File: config.mk
export PLATFORM = sky130hd
export DESIGN_NAME = dcim_weight_feeder
export DESIGN_NICKNAME = d
export VERILOG_FILES = /design/src/rtl/dcim_weight_feeder.sv
export SDC_FILE = /design/constraint.sdc
export NUM_CORES = 1
export LEC_CHECK = 0
export CAP_MARGIN = 15
export CORE_MARGIN = 8
export CORE_UTILIZATION = 50
export DETAILED_ROUTE_END_ITERATION = 10
export PLACE_DENSITY_LB_ADDON = 0.12
export SYNTH_ARGS = -nofsm -noshare
export SYNTH_HDL_FRONTEND = slang
export SYNTH_SLANG_ARGS = --single-unit
export TNS_END_PERCENT = 5
File: constraint.sdc
create_clock -name clk -period 4.5 [get_ports clk]
set_input_delay 1.35 -clock clk [delete_from_list [all_inputs] [get_ports clk]]
set_output_delay 1.35 -clock clk [all_outputs]
set_load 0.05 [all_outputs]
File: src/rtl/dcim_weight_feeder.sv
// Weight feeder for the 16x8 DCIM multiplier macro: buffers one weight load, resets the
// macro, replays the weights as a contiguous init burst, then forwards activations.
module dcim_weight_feeder #(
  parameter int DATA_WIDTH   = 8,
  parameter int ADDR_COUNT   = 16,
  parameter int ADDR_WIDTH   = 4,
  parameter int MRST_CYCLES  = 2,
  parameter int DONE_TIMEOUT = 3
) (
  input  logic                  clk,
  input  logic                  rst_n,
  input  logic                  load_req,
  input  logic                  s_valid,
  output logic                  s_ready,
  input  logic [DATA_WIDTH-1:0] s_data,
  output logic                  mac_rst_n,
  output logic                  pe_ce,
  output logic                  init_enable,
  output logic [DATA_WIDTH-1:0] mac_data,
  input  logic                  init_done,
  output logic [ADDR_WIDTH-1:0] act_idx,
  output logic                  busy,
  output logic                  weights_ok,
  output logic                  err
);

  // state       | meaning
  // S_IDLE      | no weights loaded, macro released from reset
  // S_FILL      | collecting ADDR_COUNT weight bytes
  // S_MRST      | mac_rst_n held low for MRST_CYCLES
  // S_BURST     | B0..B16 replay, pe_ce high every cycle
  // S_WAIT_DONE | waiting up to DONE_TIMEOUT cycles for init_done
  // S_STREAM    | forwarding activations
  typedef enum logic [2:0] {
    S_IDLE, S_FILL, S_MRST, S_BURST, S_WAIT_DONE, S_STREAM
  } state_t;

  localparam int CW = ADDR_WIDTH + 1;
  localparam int TW = 8;
  localparam logic [CW-1:0] LAST_IDX   = CW'(ADDR_COUNT - 1);
  localparam logic [CW-1:0] BURST_LAST = CW'(ADDR_COUNT);
  localparam logic [TW-1:0] MRST_LOAD  = TW'(MRST_CYCLES - 1);
  localparam logic [TW-1:0] DONE_LOAD  = TW'(DONE_TIMEOUT - 1);

  state_t                state_q, state_d;
  logic [CW-1:0]         cnt_q, cnt_d;
  logic [TW-1:0]         tmr_q, tmr_d;
  logic [ADDR_WIDTH-1:0] act_cnt_q, act_cnt_d;
  logic [DATA_WIDTH-1:0] buf_q [ADDR_COUNT];
  logic [DATA_WIDTH-1:0] buf_d [ADDR_COUNT];

  logic                  s_ready_q, s_ready_d;
  logic                  mac_rst_n_q, mac_rst_n_d;
  logic                  pe_ce_q, pe_ce_d;
  logic                  init_enable_q, init_enable_d;
  logic [DATA_WIDTH-1:0] mac_data_q, mac_data_d;
  logic [ADDR_WIDTH-1:0] act_idx_q, act_idx_d;
  logic                  busy_q, busy_d;
  logic                  weights_ok_q, weights_ok_d;
  logic                  err_q, err_d;

  logic                  hs;
  logic [CW-1:0]         cnt_inc;

  always_comb begin
    state_d       = state_q;
    cnt_d         = cnt_q;
    tmr_d         = tmr_q;
    act_cnt_d     = act_cnt_q;
    buf_d         = buf_q;
    pe_ce_d       = 1'b0;
    init_enable_d = 1'b0;
    mac_data_d    = mac_data_q;
    act_idx_d     = act_idx_q;
    err_d         = err_q;
    hs            = s_valid && s_ready_q;
    cnt_inc       = cnt_q + CW'(1);

    unique case (state_q)
      S_IDLE: begin
        if (load_req) begin
          state_d = S_FILL;
          cnt_d   = '0;
          err_d   = 1'b0;
        end
      end
      S_FILL: begin
        if (hs) begin
          buf_d[cnt_q[ADDR_WIDTH-1:0]] = s_data;
          cnt_d = cnt_inc;
          if (cnt_q == LAST_IDX) begin
            state_d = S_MRST;
            tmr_d   = MRST_LOAD;
          end
        end
      end
      S_MRST: begin
        if (tmr_q == '0) begin
          state_d       = S_BURST;
          cnt_d         = '0;
          pe_ce_d       = 1'b1;
          init_enable_d = 1'b1;
          mac_data_d    = buf_q[0];
        end else begin
          tmr_d = tmr_q - TW'(1);
        end
      end
      S_BURST: begin
        // cnt_q is the index of the burst cycle currently on the outputs
        if (cnt_q == BURST_LAST) begin
          state_d = S_WAIT_DONE;
          tmr_d   = DONE_LOAD;
        end else begin
          cnt_d      = cnt_inc;
          pe_ce_d    = 1'b1;
          mac_data_d = (cnt_inc == BURST_LAST) ? '0 : buf_q[cnt_inc[ADDR_WIDTH-1:0]];
        end
      end
      S_WAIT_DONE: begin
        if (init_done) begin
          state_d   = S_STREAM;
          act_cnt_d = '0;
          act_idx_d = '0;
        end else if (tmr_q == '0) begin
          state_d = S_IDLE;
          err_d   = 1'b1;
        end else begin
          tmr_d = tmr_q - TW'(1);
        end
      end
      S_STREAM: begin
        if (hs) begin
          pe_ce_d    = 1'b1;
          mac_data_d = s_data;
          act_idx_d  = act_cnt_q;
          act_cnt_d  = act_cnt_q + ADDR_WIDTH'(1);
        end
        if (!init_done) begin
          state_d = S_IDLE;
          err_d   = 1'b1;
        end else if (load_req) begin
          state_d = S_FILL;
          cnt_d   = '0;
          err_d   = 1'b0;
        end
      end
      default: state_d = S_IDLE;
    endcase

    s_ready_d    = (state_d == S_FILL) || (state_d == S_STREAM);
    mac_rst_n_d  = (state_d != S_MRST);
    busy_d       = (state_d == S_FILL) || (state_d == S_MRST) ||
                   (state_d == S_BURST) || (state_d == S_WAIT_DONE);
    weights_ok_d = (state_d == S_STREAM);
  end

  always_ff @(posedge clk or negedge rst_n) begin
    if (!rst_n) begin
      state_q       <= S_IDLE;
      cnt_q         <= '0;
      tmr_q         <= '0;
      act_cnt_q     <= '0;
      buf_q         <= '{default: '0};
      s_ready_q     <= 1'b0;
      mac_rst_n_q   <= 1'b0;
      pe_ce_q       <= 1'b0;
      init_enable_q <= 1'b0;
      mac_data_q    <= '0;
      act_idx_q     <= '0;
      busy_q        <= 1'b0;
      weights_ok_q  <= 1'b0;
      err_q         <= 1'b0;
    end else begin
      state_q       <= state_d;
      cnt_q         <= cnt_d;
      tmr_q         <= tmr_d;
      act_cnt_q     <= act_cnt_d;
      buf_q         <= buf_d;
      s_ready_q     <= s_ready_d;
      mac_rst_n_q   <= mac_rst_n_d;
      pe_ce_q       <= pe_ce_d;
      init_enable_q <= init_enable_d;
      mac_data_q    <= mac_data_d;
      act_idx_q     <= act_idx_d;
      busy_q        <= busy_d;
      weights_ok_q  <= weights_ok_d;
      err_q         <= err_d;
    end
  end

  assign s_ready     = s_ready_q;
  assign mac_rst_n   = mac_rst_n_q;
  assign pe_ce       = pe_ce_q;
  assign init_enable = init_enable_q;
  assign mac_data    = mac_data_q;
  assign act_idx     = act_idx_q;
  assign busy        = busy_q;
  assign weights_ok  = weights_ok_q;
  assign err         = err_q;

endmodule

==> out/summary.log, run 1 <==
INFO  synth          most_area_hungry_cell_type_in_the_yosys_netlist=dfrtp_1
INFO  pwr            leak_pwr=4.099nW
INFO  clock_tree     cts.sinks=167
INFO  sta            rsz0062_at_grt=no
INFO  outcome        run_status=finished clean
INFO  floorplan      dieWidth=142.5um
INFO  sta            max_clock_freq=0.3132GHz
INFO  detailed_routing vias_per_cell=5.964
INFO  clock_tree     cts-root-buf=clkbuf_16
INFO  sta            fin_crit_sh=0.7096
INFO  place          last_weighted_congestion_value_of_the_routability_driven_placer=0.8321
INFO  global_route   global_route.overflow_total=0
INFO  synth          synth_top_area_share=0.5223
INFO  clock_tree     cts_buffers=17
INFO  critical_path  number_of_cells_on_the_worst_reg_to_reg_path=7
INFO  global_route   globalRouteTotalUtil=0.1961
INFO  critical_path  crit_required=4.81ns
INFO  detailed_routing count_of_nets_left_with_antenna_violations_after_detail_routing=0
INFO  floorplan      std_cell_rows=46
INFO  synth          syn_area=8001squm
INFO  sta            final-setup-viol-count=0
INFO  global_route   grt_first_pass_wirelength=30240um
INFO  sta            timing.max_slew.rel_slack=0.3107
INFO  synth          yosys.cell_types.count=51
INFO  floorplan      die_area=20310squm
INFO  clock_tree     cts.htree.levels=4
INFO  place          dpl_worst_slack=0.9257ns
INFO  detailed_routing route.vias.total=5183
INFO  synth          ys_top_cells_by_area=dfrtp_1 52%, mux2_2 18%, mux4_2 9.0%
INFO  pwr            vdd.ir_drop.worst=0.3602mV
INFO  hold_path      holdCritPathClass=reg -> reg
INFO  synth          postSynth.asyncResetShare=1.000
INFO  critical_path  critical_path_peak_fanout=9
INFO  detailed_routing finalWirelength=18360um
INFO  global_route   grt_max_degree=83
INFO  final_layout   final_net_count=662
INFO  clock_tree     post_cts_setup_buffers=0
INFO  critical_path  critical_path.endpoint_type=flip-flop
INFO  clock_tree     clk_pin_slew_worst_paths=0.06ns
INFO  run            drv.max_cap_violation_count=0
INFO  place          placedInstanceArea=8536squm
INFO  final_layout   final.fill_count=1331
INFO  global_route   antenna_found_initial=0
INFO  hold_path      worst_hold_path.num_cells=1
INFO  clock_tree     cts_hold_buf=0
INFO  floorplan      coreArea=15770squm
INFO  critical_path  critical_path.startpoint_type=input pin
INFO  final_layout   synthToLayoutAreaGrowth=13.98%
INFO  synth          syn_nets=637
INFO  global_route   first_global_vias=5507
INFO  synth          synthesized_flop_and_latch_total=167
INFO  detailed_routing drt_first_iter_violations=290
INFO  synth          synth-seq-area-share=0.5223
INFO  clock_tree     tritoncts=yes
INFO  synth          dominantRegCellSynth=dfrtp_1
INFO  critical_path  timing.setup.critical_path_class=in -> reg
INFO  sta            final_min_period=3.193ns
INFO  clock_tree     clock_tree.buffer_depth=2
INFO  synth          ys_warn_count=0
INFO  clock_tree     clock_insertion_delay_worst_skew=0.43ns
INFO  sta            setup_tns=0ns
INFO  detailed_routing drt_pass1_iterations=5
INFO  place          hpwl=11890um
INFO  sta            hold_viol=0
INFO  critical_path  cp.arrival=3.51ns
INFO  final_layout   num_antenna_cells=0
INFO  synth          synth_area_per_cell=12.99squm
INFO  final_layout   fin_area=9120squm
INFO  sta            layout_setup_ws=1.307ns
INFO  synth          netlist_instances=616
INFO  floorplan      die_y=142.5um
INFO  synth          synth-edff-count=0
INFO  detailed_routing routed_wire_length_per_instance=21.13um
INFO  sta            clock_skew=0.007563ns
INFO  sta            drv_slew=0
INFO  place          placement.io_buffers=31
INFO  detailed_routing remaining_drc_errors=0
INFO  sta            max_slew.worst_pin.slew=1.034ns
INFO  pwr            pwr_cell_area=732.7nW/um^2
INFO  floorplan      num_io_pins=32
INFO  floorplan      floorplan.initialDensity=0.5074
INFO  clock_tree     ctsResizeCount=0
INFO  final_layout   final_layout_size_suffix_gt1_frac=0.3277
[critical path, stage by stage]
cell and delay, ns:
clkdlybuf4s50_1 0.42, and3b_1 0.28, and3_1 0.32, o21ai_2 0.44, clkinv_1 0.42, o32a_1 0.27
[power breakdown]
part	total [W]	switching [W]	internal, W
Clock	0.00147	0.000602	0.000869
Sequential	0.00254	0.000412	0.00212
Combinational	0.00267	0.00131	0.00136
[flip-flops by register name (all words and copies together), names as in the netlist]
name and count:
init_enable 1, mac_rst_n 1, pe_ce 1, mac_data 8, weights_ok 1, act_cnt_q 4, err 1, act_idx 4
cnt_q 5, busy 1, s_ready 1, tmr_q 8, buf_q 128, state_q 3
[layout make-up]
cell class / count / area [sq um] / share of cell area
inverter: 10 / 37.54 / 0.004116
multi-input combinational: 403 / 3642 / 0.3994
tap: 216 / 270.3 / 0.02963
timing repair buffer: 42 / 406.6 / 0.04459
sequential: 167 / 4179 / 0.4582
clock inverter: 12 / 151.4 / 0.01660
clock buffer: 19 / 432.9 / 0.04747
[metal layers]
metal | vias up | track usage | share of wire
met5 | - | 0 | 0
met4 | 0 | 0.07047 | 0.022
met3 | 32 | 0.04831 | 0.045
met2 | 113 | 0.3224 | 0.50
met1 | 2711 | 0.2469 | 0.43
li1 | 2327 | - | -
[cell usage in the layout, fill, tap and decap left out, types with 5 or more instances in the layout]
master | Yosys | final
dfrtp_1 | 167 | 167
mux2_2 | 128 | 128
nand2_1 | 49 | 49
nor2_1 | 37 | 37
mux4_2 | 32 | 32
clkdlybuf4s50_1 | 0 | 30
a21oi_1 | 20 | 20
clkbuf_16 | 0 | 17
nand3_1 | 16 | 16
nor3_1 | 15 | 15
o21ai_0 | 11 | 11
a22o_1 | 11 | 11
buf_4 | 0 | 10
inv_1 | 9 | 9
a221o_1 | 8 | 8
o32a_1 | 8 | 8
and3_1 | 7 | 7
ha_1 | 8 | 7
nor2b_1 | 5 | 5
[worst paths after layout]
kind / start / slack (ns) / end
max: s_valid / 1.31 / mac_data[4]$_DFFE_PN0P_
max in group asynchronous: rst_n / 2.67 / act_idx[0]$_DFFE_PN0P_
min in group asynchronous: rst_n / 0.94 / tmr_q[3]$_DFFE_PN0P_
min reg2reg: err$_DFFE_PN0P_ / 0.48 / err$_DFFE_PN0P_
min: err$_DFFE_PN0P_ / 0.48 / err$_DFFE_PN0P_
max reg2reg: cnt_q[0]$_DFFE_PN0P_ / 1.50 / mac_data[0]$_DFFE_PN0P_
[Yosys cell counts, types with 2 or more instances]
library cell / instances
buf_1: 2
nand2_1: 49
a221o_1: 8
o41ai_1: 2
mux2i_1: 3
ha_1: 8
o31ai_1: 3
or3_1: 2
nor3_1: 15
and3_1: 7
mux2_2: 128
buf_2: 8
inv_1: 9
a21o_1: 2
o21ai_0: 11
nand3_1: 16
or2_2: 2
nor2_1: 37
mux4_2: 32
dfrtp_1: 167
a22oi_1: 2
and3b_1: 2
o32a_1: 8
o211ai_1: 2
nand2b_1: 4
a21oi_1: 20
xor2_1: 4
nor2b_1: 5
a22o_1: 11
clkbuf_1: 25
a211o_1: 2
[per-stage QoR]
step             util  total power [W]  cells  hold WS, ns
5_1_grt        0.5783         0.007091    869       0.5081
3_3_place_gp   0.5413         0.005151    838       0.4616
4_1_cts        0.5783         0.006736    869       0.4896
3_5_place_dp   0.5413         0.005252    838       0.4786
2_1_floorplan       -         0.004521    616       0.4586
6_report       0.5783         0.006682    869       0.4791
[cells by family after synthesis]
group,after synthesis,synth area share
and+or+nand+nor,149,0.08898
AOI/OAI and AO/OA,77,0.07115
xor gates and xnor gates,5,0.005473
DFF,167,0.5223
adders and majority gates,8,0.01251
muxes,164,0.2758
buffers and inverters,46,0.02377
(Power assumes the default switching activity.)
==> inputs of run 2 (changes only) <==
==> constraint.sdc (replaced) <==
create_clock -name clk -period 3.15 [get_ports clk]
set_input_delay 0.945 -clock clk [delete_from_list [all_inputs] [get_ports clk]]
set_output_delay 0.945 -clock clk [all_outputs]
set_load 0.05 [all_outputs]
==> out/summary.log, run 2 (same netlist as run 1, synthesis figures left out) <==
INFO  final_layout   max_flop_register=buf_q
INFO  critical_path  worst_path_largest_cell_delay=0.84ns [+0.40 ns]
INFO  final_layout   final_layout_size_suffix_gt1_frac=0.3555 [+0.02774]
INFO  sta            max_clock_freq=0.3789GHz
INFO  global_route   globalRouteTotalUtil=0.2067 [+0.01061]
INFO  global_route   first_global_vias=5417 [-1.6%]
INFO  critical_path  timing.critical_path.slowest_stage_cell=clkdlybuf4s50_1
INFO  detailed_routing routed_wire_length_per_instance=21.89um [+3.6%]
INFO  clock_tree     ctsResizeCount=0 [unchanged]
INFO  clock_tree     clock_tree.buffer_depth=2 [unchanged]
INFO  clock_tree     cts.sinks=167 [unchanged]
INFO  sta            clock_skew=0.01018ns [+0.002614 ns]
INFO  clock_tree     cts_hold_buf=0 [unchanged]
INFO  sta            drv_slew=0 [unchanged]
INFO  floorplan      coreArea=15770squm [unchanged]
INFO  critical_path  critical_path_peak_fanout=2 [-7]
INFO  detailed_routing drt_pass1_iterations=5 [unchanged]
INFO  detailed_routing vias_per_cell=5.999 [+0.58%]
INFO  global_route   global_route.peak_usage_layer=met2
INFO  sta            final_min_period=2.639ns
INFO  pwr            pwr_cell_area=1039nW/um^2 [+42%]
INFO  detailed_routing remaining_drc_errors=0 [unchanged]
INFO  sta            max_slew.worst_pin.slew=0.6636ns [-0.3704 ns]
INFO  critical_path  timing.setup.critical_path_class=reg -> out
INFO  sta            final-setup-viol-count=0 [unchanged]
INFO  global_route   global_route.usage.met1=0.2728 [+0.02596]
INFO  pwr            net-switching-power=0.003466W [+49%]
INFO  clock_tree     tritoncts=yes
INFO  detailed_routing route.vias.total=5363 [+3.5%]
INFO  clock_tree     cts_buffers=17 [unchanged]
INFO  floorplan      die_y=142.5um [unchanged]
INFO  global_route   global_route.overflow_total=0 [unchanged]
INFO  final_layout   final_net_count=686 [+3.6%]
INFO  critical_path  critical_path.endpoint_type=output port
INFO  floorplan      num_io_pins=32 [unchanged]
INFO  global_route   grt_max_degree=70 [-16%]
INFO  pwr            vdd.ir_drop.worst=0.5395mV [+50%]
INFO  critical_path  crit_required=2.20ns [-2.61 ns]
INFO  pwr            pwr-share-comb=0.423 [+0.023]
INFO  final_layout   seq_area=4179squm [unchanged]
INFO  final_layout   layout.core_utilization=0.5897 [+0.01142]
INFO  final_layout   largest_register_ff_count=128 [unchanged]
INFO  final_layout   synthToLayoutAreaGrowth=16.23%
INFO  pwr            leak_pwr=4.211nW [+2.7%]
INFO  sta            hold_ws=0.4797ns [+0.0005560 ns]
INFO  critical_path  critical_path.startpoint_type=flip-flop
INFO  final_layout   area_of_the_multi_input_gates=3642squm [unchanged]
INFO  global_route   grt_first_pass_wirelength=31400um [+3.8%]
INFO  detailed_routing drt_first_iter_violations=368 [+27%]
INFO  final_layout   final.fill_count=1292 [-2.9%]
INFO  clock_tree     cts-root-buf=clkbuf_16
INFO  floorplan      floorplan.initialDensity=0.5074 [unchanged]
INFO  outcome        run_status=finished clean
INFO  pwr            clockPowerShare=0.204 [-0.016]
INFO  sta            rsz0062_at_grt=no
INFO  detailed_routing count_of_nets_left_with_antenna_violations_after_detail_routing=0 [unchanged]
INFO  hold_path      holdCritPathClass=reg -> reg
INFO  final_layout   num_antenna_cells=0 [unchanged]
INFO  critical_path  critical_path.n_buffers_inverters=1 [-1]
INFO  clock_tree     post_cts_setup_buffers=0 [unchanged]
INFO  global_route   grt_util_met2=0.3269 [+0.004509]
INFO  sta            setup_tns=0ns [unchanged]
INFO  critical_path  cp.arrival=1.69ns [-1.82 ns]
INFO  place          placement.io_buffers=31 [unchanged]
INFO  place          last_weighted_congestion_value_of_the_routability_driven_placer=0.8595 [+3.3%]
INFO  pwr            seq_power_share=0.373 [-0.007]
INFO  global_route   grtUsageMet3=0.04965 [+0.001342]
INFO  sta            hold_viol=0 [unchanged]
INFO  critical_path  timing.critical_path.cells=clkdlybuf4s50_1
INFO  pwr            sw_share=0.3586 [+0.01050]
INFO  final_layout   final_cell_mix=167 x dfrtp_1, 128 x mux2_2, 49 x nand2_1, 37 x nor2_1
INFO  sta            fin_crit_sh=0.8378
INFO  clock_tree     clk_pin_slew_worst_paths=0.07ns [about the same]
INFO  detailed_routing finalWirelength=19570um [+6.6%]
INFO  final_layout   final_common_cell=dfrtp_1
INFO  run            drv.max_cap_violation_count=0 [unchanged]
INFO  place          hpwl=13210um [+11%]
INFO  sta            timing.max_slew.rel_slack=0.5576 [+0.2469]
INFO  global_route   antenna_found_initial=0 [unchanged]
INFO  pwr            internal-power=0.006200W [+42%]
INFO  clock_tree     cts.htree.levels=4 [unchanged]
INFO  floorplan      dieWidth=142.5um [unchanged]
INFO  clock_tree     clock_insertion_delay_worst_skew=0.43ns [about the same]
INFO  floorplan      die_area=20310squm [unchanged]
INFO  critical_path  cpLargestDelayFamily=buffers and inverters
INFO  floorplan      std_cell_rows=46 [unchanged]
-- run 2: changes by cell type in the layout (fill, tap and decap cells not counted) --
| cell | delta |
|---|---|
| buf_4 | +22 |
| clkinv_4 | +4 |
| bufinv_16 | -3 |
| clkbuf_8 | +3 |
| buf_12 | +2 |
| clkbuf_1 | -2 |
| clkinv_2 | -1 |
| clkinvlp_4 | -1 |
| inv_6 | +1 |
-- run 2: per-stage QoR --
| step | instances | total power (W) | setup slack, ns | cell area, sq um |
|---|---|---|---|---|
| 5_1_grt | 894 | 0.01023 | 0.3604 | 9300 |
| 6_report | 894 | 0.009666 | 0.5110 | 9300 |
| 3_3_place_gp | 862 | 0.007577 | 0.2344 | 8741 |
| 4_1_cts | 894 | 0.009708 | 0.4974 | 9300 |
| 3_5_place_dp | 862 | 0.007717 | 0.1904 | 8741 |
| 2_1_floorplan | 616 | 0.006470 | 0.09599 | 8005 |
-- run 2: worst paths after layout --
| check | start | endpoint | slack, ns | cells after the start |
|---|---|---|---|---|
| max | mac_data[7]$_DFFE_PN0P_ | mac_data[7] | 0.51 | 1 |
| min in group asynchronous | rst_n | cnt_q[2]$_DFFE_PN0P_ | 0.52 | 1 |
| max in group asynchronous | rst_n | buf_q[61]$_DFFE_PN0P_ | 1.90 | 2 |
| max reg2reg | cnt_q[1]$_DFFE_PN0P_ | mac_data[0]$_DFFE_PN0P_ | 0.52 | 7 |
| min reg2reg | err$_DFFE_PN0P_ | err$_DFFE_PN0P_ | 0.48 | 1 |
| min | err$_DFFE_PN0P_ | err$_DFFE_PN0P_ | 0.48 | 1 |
-- run 2: cell type report --
cell class / instances / share of cell area
tap: 216 / 0.02906
clock buffer: 20 / 0.05018
multi-input combinational: 403 / 0.3916
clock inverter: 12 / 0.009956
sequential: 167 / 0.4493
inverter: 10 / 0.004036
timing repair buffer: 66 / 0.06579
-- run 2: power groups by stage --
stage / Combinational [W] / Sequential [W] / Clock (W)
after floorplan: 0.00284 / 0.00363 / 0
after global routing: 0.00441 / 0.00372 / 0.00210
final: 0.00409 / 0.00361 / 0.00197
after CTS: 0.00410 / 0.00360 / 0.00201
after global placement: 0.00400 / 0.00358 / 0
after detailed placement: 0.00409 / 0.00363 / 0
-- run 2: routing by layer --
metal	up-vias	routed length, um
met3	28	913
met5	-	0
met4	0	509
met2	140	9432
li1	2367	-
met1	2828	8710
